## src/rtl/pieo_cmd_frontend.sv

```systemverilog
// Command front-end for the PIEO ordered-list core. It arbitrates enqueue and
// dequeue requests round-robin, drives one core command at a time, and returns dequeue results.
module pieo_cmd_frontend #(
  parameter int LIST_SIZE = 16,
  parameter int ID_LOG    = 4,
  parameter int RANK_LOG  = 4,
  parameter int TIME_LOG  = 16,
  parameter int ELEM_W    = ID_LOG + RANK_LOG + TIME_LOG
) (
  input  logic                clk,
  input  logic                rst,
  input  logic                enq_valid,
  output logic                enq_ready,
  input  logic [ELEM_W-1:0]   enq_elem,
  input  logic                deq_valid,
  output logic                deq_ready,
  input  logic [TIME_LOG-1:0] deq_curr_time,
  input  logic                pieo_ready,
  output logic                pieo_start,
  output logic                pieo_op,
  output logic [ELEM_W-1:0]   pieo_elem,
  output logic [TIME_LOG-1:0] pieo_curr_time,
  input  logic                pieo_done,
  input  logic                pieo_deq_found,
  input  logic [ELEM_W-1:0]   pieo_deq_elem,
  output logic                res_valid,
  input  logic                res_ready,
  output logic                res_found,
  output logic [ELEM_W-1:0]   res_elem,
  output logic [ID_LOG:0]     occupancy
);

  typedef enum logic [1:0] {IDLE, ISSUE, WAIT, RESP} state_t;

  localparam logic [ID_LOG:0] FULL = (ID_LOG+1)'(LIST_SIZE);

  state_t              state_q, state_d;
  logic [ID_LOG:0]     occ_q;
  logic                rr_last;
  logic                cmd_op;
  logic [ELEM_W-1:0]   cmd_elem;
  logic [TIME_LOG-1:0] cmd_time;
  logic                found_q;
  logic [ELEM_W-1:0]   relem_q;
  logic                not_full, enq_elig, take_enq, take_deq;

  assign not_full       = occ_q < FULL;
  assign occupancy      = occ_q;
  assign pieo_op        = cmd_op;
  assign pieo_elem      = cmd_elem;
  assign pieo_curr_time = cmd_time;
  assign res_found      = found_q;
  assign res_elem       = relem_q;

  always_comb begin
    state_d    = state_q;
    enq_ready  = 1'b0;
    deq_ready  = 1'b0;
    pieo_start = 1'b0;
    res_valid  = 1'b0;
    enq_elig   = 1'b0;
    take_enq   = 1'b0;
    take_deq   = 1'b0;
    case (state_q)
      IDLE: begin
        enq_elig = enq_valid & not_full;
        // rr_last holds the last granted op (1 = dequeue); a tie goes to the other one
        if (enq_elig && deq_valid) begin
          take_enq = rr_last;
          take_deq = ~rr_last;
        end else begin
          take_enq = enq_elig;
          take_deq = deq_valid;
        end
        enq_ready = not_full & ~take_deq;
        deq_ready = ~take_enq;
        if (take_enq)
          state_d = ISSUE;
        else if (take_deq)
          state_d = (occ_q == '0) ? RESP : ISSUE;
      end
      ISSUE: begin
        pieo_start = pieo_ready;
        if (pieo_ready) state_d = WAIT;
      end
      WAIT: begin
        if (pieo_done) state_d = cmd_op ? RESP : IDLE;
      end
      RESP: begin
        res_valid = 1'b1;
        if (res_ready) state_d = IDLE;
      end
      default: state_d = IDLE;
    endcase
  end

  always_ff @(posedge clk) begin
    if (rst) begin
      state_q  <= IDLE;
      occ_q    <= '0;
      rr_last  <= 1'b1;
      cmd_op   <= 1'b0;
      cmd_elem <= '0;
      cmd_time <= '0;
      found_q  <= 1'b0;
      relem_q  <= '0;
    end else begin
      state_q <= state_d;
      if (take_enq || take_deq) begin
        rr_last  <= take_deq;
        cmd_op   <= take_deq;
        cmd_elem <= enq_elem;
        cmd_time <= deq_curr_time;
      end
      // Empty-list dequeue short-circuits straight to a not-found response
      if (take_deq && occ_q == '0) begin
        found_q <= 1'b0;
        relem_q <= '0;
      end
      if (state_q == WAIT && pieo_done) begin
        if (!cmd_op) begin
          occ_q <= occ_q + 1'b1;
        end else begin
          found_q <= pieo_deq_found;
          relem_q <= pieo_deq_found ? pieo_deq_elem : '0;
          if (pieo_deq_found && occ_q != '0) occ_q <= occ_q - 1'b1;
        end
      end
    end
  end

endmodule

```

## config.mk

```make
export PLATFORM = sky130hd
export DESIGN_NAME = pieo_cmd_frontend
export DESIGN_NICKNAME = d
export VERILOG_FILES = /design/src/rtl/pieo_cmd_frontend.sv
export SDC_FILE = /design/constraint.sdc
export NUM_CORES = 1
export LEC_CHECK = 0
export BUFFER_PORTS_ARGS = -buffer_cell sky130_fd_sc_hd__buf_2
export CORE_MARGIN = 10
export CORE_UTILIZATION = 41
export CTS_CLUSTER_SIZE = 40
export DETAILED_ROUTE_END_ITERATION = 7
export GPL_TIMING_DRIVEN = 0
export PLACE_DENSITY = 0.86
export SETUP_SLACK_MARGIN = 0.4
export SYNTH_ARGS = -nofsm -noshare
export SYNTH_HDL_FRONTEND = slang
export SYNTH_SLANG_ARGS = --single-unit
```

## constraint.sdc

```tcl
create_clock -name clk -period 1.72 [get_ports clk]
set_input_delay 0.344 -clock clk [delete_from_list [all_inputs] [get_ports clk]]
set_output_delay 0.344 -clock clk [all_outputs]
set_load 0.02 [all_outputs]
```

==> results by group <==
Die
  • Die ar.: 0.01124 mm2
  • Die height: 106.0 um
  • Starting density of the core: 42.04%
  • Die X-Extent: 106.0 um
  • Cell Rows: 31
  • Core area: 0.007214 mm2
  • I/O pin count: 147

Global route
  • Initial antenna violation count: 0
  • Total GRT Usage: 18.26%
  • Largest net degree at the start of global routing: 14
  • GR Overflow Total: 0
  • Number of global-route vias before repair: 3,419
  • First-pass GRT wire length: 17,190 um

STA
  • Final setup fails: 0
  • RSZ-0062 raised after global routing: yes
  • Crit share post-route: 94.36%
  • Slew Limit Fails: 0
  • Slew margin rel.: 54.77%
  • Final worst slack: 0.09697 ns
  • Final min period: 1.623 ns
  • Worst slew pin tran: 0.6784 ns
  • Final Hold Vio Count: 0
  • Setup_tns: 0 ns
  • Skew final: 0.01367 ns
  • F_max: 616.1 MHz

Clock network
  • Clock root buffer: clkbuf_8
  • Reg clk slew, reported paths: 0.08 ns
  • CTS buffer count: 9
  • Clock sink count: 74
  • Clk_lat worst skew: 0.33 ns
  • Hold_buf cts: 0
  • CTS tree: done
  • Maximum buffer depth of the clock tree: 2
  • H-tree levels: 3

Setup path
  • Worst setup path category: reg2reg
  • CP startpoint kind: flop
  • Reg2reg start: occupancy[1]$_SDFFE_PP0P_
  • Required @ worst endpoint: 1.93 ns
  • Critical path origin: occupancy[1]$_SDFFE_PP0P_
  • Worst reg-to-reg path cell count: 6
  • Reg2reg end: occupancy[3]$_SDFFE_PP0P_
  • Worst-path fanout max: 5
  • Cell Chain, Critical Path: buf_4, ha_1, a21o_1, a21oi_2, xor2_1, o41ai_1
  • Reg2Reg Setup Slack: 0.1 ns
  • CP max-delay cell: dfxtp_4
  • Worst EP arrival: 1.83 ns
  • CP Capture Type: flop
  • CP Capture Point: occupancy[3]$_SDFFE_PP0P_
  • Worst stage delay on the critical path: 0.38 ns

Final layout
  • NumNets Final: 623
  • Final Non-Filler Cells: 651
  • Area delta synth->final: 65.39%
  • ANT cells: 0
  • Number of fill cells in the layout: 567
  • Share of post-route cells with drive strength above 1: 55.62%

Pwr
  • PwrDens: 1432 mW/mm2
  • Pleak: 2.346 nW
  • Maximum VDD drop: 0.6540 mV

Synthesis
  • Synth Register Bits: 74
  • Syn nets: 423
  • Post-synth EDFFs: 0
  • Synth unique cells: 47
  • Register area share after synthesis: 48.84%
  • Yosys warns: 0
  • Synth Cell Area: 0.003033 mm2
  • Avg Inst Size Synth: 8.740 um2
  • FFs w/ async S/R, synth: 0%
  • Most common flop cell mapped by yosys: dfxtp_1
  • Mapped Cells: 347

Detailed routing
  • WL final: 11,370 um
  • Initial DRC Count: 137
  • Via count: 3,370
  • First-pass DRT Iterations: 4
  • Via-per-instance ratio: 5.177
  • Antenna-violating nets left: 0
  • Post-route DRC violation count: 0
  • Mean routed wirelength per cell: 17.46 um

Place
  • Post-DP HPWL: 7557 um
  • IO buf count: 145
  • Placed Cells: 591
  • Pre-CTS worst setup slack: -0.07967 ns
  • GP Congestion: 0.8349

Run
  • # Max-Cap Violations: 0

Run status
  • Status: finished, final reports clean

Min path
  • Worst hold-check path type: in2reg
per-stage QoR:
stage / hold WS [ns] / cell area [um2] / utilization (%) / power, W
3_5_place_dp: 0.4462 / 3933 / 54.51 / 0.004384
5_1_grt: 0.2253 / 5016 / 69.53 / 0.007556
4_1_cts: 0.2201 / 4751 / 65.85 / 0.006775
3_3_place_gp: 0.4385 / 3933 / 54.51 / 0.004308
6_report: 0.2357 / 5016 / 69.53 / 0.007185
2_1_floorplan: 0.4492 / 3083 / - / 0.003689
layer usage:
layer  part of all wire [%]  global-route usage [%]  vias up
met4                    2.1                   5.609        0
met2                     50                   31.80      151
met5                      0                       0        -
li1                       -                       -     1616
met3                    9.2                   7.548       19
met1                     39                   19.80     1584
layout by cell type (no fill, tap or decap), drive strengths merged, types with 2 or more instances in the layout:
cell,instances
or3,4
nor2,31
a21oi,47
nand4,2
a32oi,25
nand2,84
a21boi,2
a31oi,2
xor2,2
o21ai,5
dfxtp,74
clkinv,3
buf,199
a21o,2
nor4,2
nor3,4
o2111ai,2
ha,3
nor3b,2
clkbuf,25
mux2i,4
inv,9
nand2b,4
sequential cells by signal (all words and copies together) (netlist names):
signal,count
pieo_curr_time,16
res_found,1
pieo_elem,24
pieo_op,1
state_q,2
occupancy,5
res_elem,24
rr_last,1
cell usage after synthesis, types with 2 or more instances:
| cell type | instances | area share, % |
|---|---|---|
| a21o_1 | 2 | 0.49 |
| a21oi_1 | 47 | 7.8 |
| a31oi_1 | 2 | 0.41 |
| a32oi_1 | 24 | 6.9 |
| buf_2 | 3 | 0.49 |
| buf_4 | 6 | 1.5 |
| buf_6 | 2 | 0.74 |
| clkbuf_1 | 14 | 1.7 |
| dfxtp_1 | 74 | 49 |
| ha_1 | 3 | 1.2 |
| inv_1 | 7 | 0.87 |
| mux2i_1 | 4 | 1.3 |
| nand2_1 | 84 | 10 |
| nand2b_1 | 4 | 0.82 |
| nor2_1 | 29 | 3.6 |
| nor3_1 | 4 | 0.66 |
| nor4_4 | 2 | 1.4 |
| o2111ai_1 | 2 | 0.58 |
| o21ai_1 | 3 | 0.49 |
| or3_1 | 3 | 0.62 |
| xor2_1 | 2 | 0.58 |
worst min-delay path by stage:
stage	startpoint	to	slack (ns)	cells after the start
2_1_floorplan	rr_last$_SDFFE_PP1P_	rr_last$_SDFFE_PP1P_	0.45	1
3_3_place_gp	pieo_curr_time[12]$_SDFFE_PP0P_	pieo_curr_time[12]$_SDFFE_PP0P_	0.44	2
3_5_place_dp	pieo_elem[11]$_SDFFE_PP0P_	pieo_elem[11]$_SDFFE_PP0P_	0.45	2
4_1_cts	pieo_deq_elem[10]	res_elem[10]$_SDFF_PP0_	0.22	3
5_1_grt	enq_elem[18]	pieo_elem[18]$_SDFFE_PP0P_	0.23	3
6_report	pieo_deq_elem[11]	res_elem[11]$_SDFF_PP0_	0.24	3
power by group:
part / internal, W / switching [W] / total, W
Combinational: 0.00176 / 0.00188 / 0.00363
Sequential: 0.00201 / 0.000212 / 0.00222
Clock: 0.000675 / 0.000660 / 0.00133
Total: 0.00444 / 0.00275 / 0.00719
cells by family (layout without fill, tap and decap cells):
kind of cell,count (synthesis),after routing,share of synthesized area (%)
buffers and inverters,33,238,5.445
adder cells (fa/ha/maj),4,4,1.898
XOR/XNOR,2,2,0.5777
multiplexers,4,4,1.320
flip-flops,74,74,48.84
AND/OR/NAND/NOR,137,137,21.49
AO/OA/AOI/OAI,93,93,20.42
final cells by class:
| cell class | count | area [um2] | share of cell area, % |
|---|---|---|---|
| Tap cell | 99 | 123.9 | 2.469 |
| Inverter | 8 | 37.54 | 0.7483 |
| Clock inverter | 6 | 66.31 | 1.322 |
| Timing Repair Buffer | 189 | 1194 | 23.80 |
| Multi-Input combinational cell | 240 | 1720 | 34.30 |
| Sequential cell | 74 | 1505 | 30.01 |
| Clock buffer | 10 | 127.6 | 2.544 |
| Buffer | 25 | 241.5 | 4.814 |
worst max-delay path, delay by kind of cell, from the launching register on:
family | cells | cell delay (ns)
xor gates and xnor gates | 1 | 0.08
AOI/OAI and AO/OA | 3 | 0.63
buffers and inverters | 1 | 0.15
DFF | 1 | 0.38
adders and majority gates | 1 | 0.26
repair_timing:
action	4_1_cts	5_1_grt
setup endpoints to repair	77	80
buffers inserted	29	6
gates resized for setup	91	60
gates cloned	9	0
pin swaps	20	38
hold endpoints to repair	0	0
No activity file was read; power rests on OpenSTA's default activity.
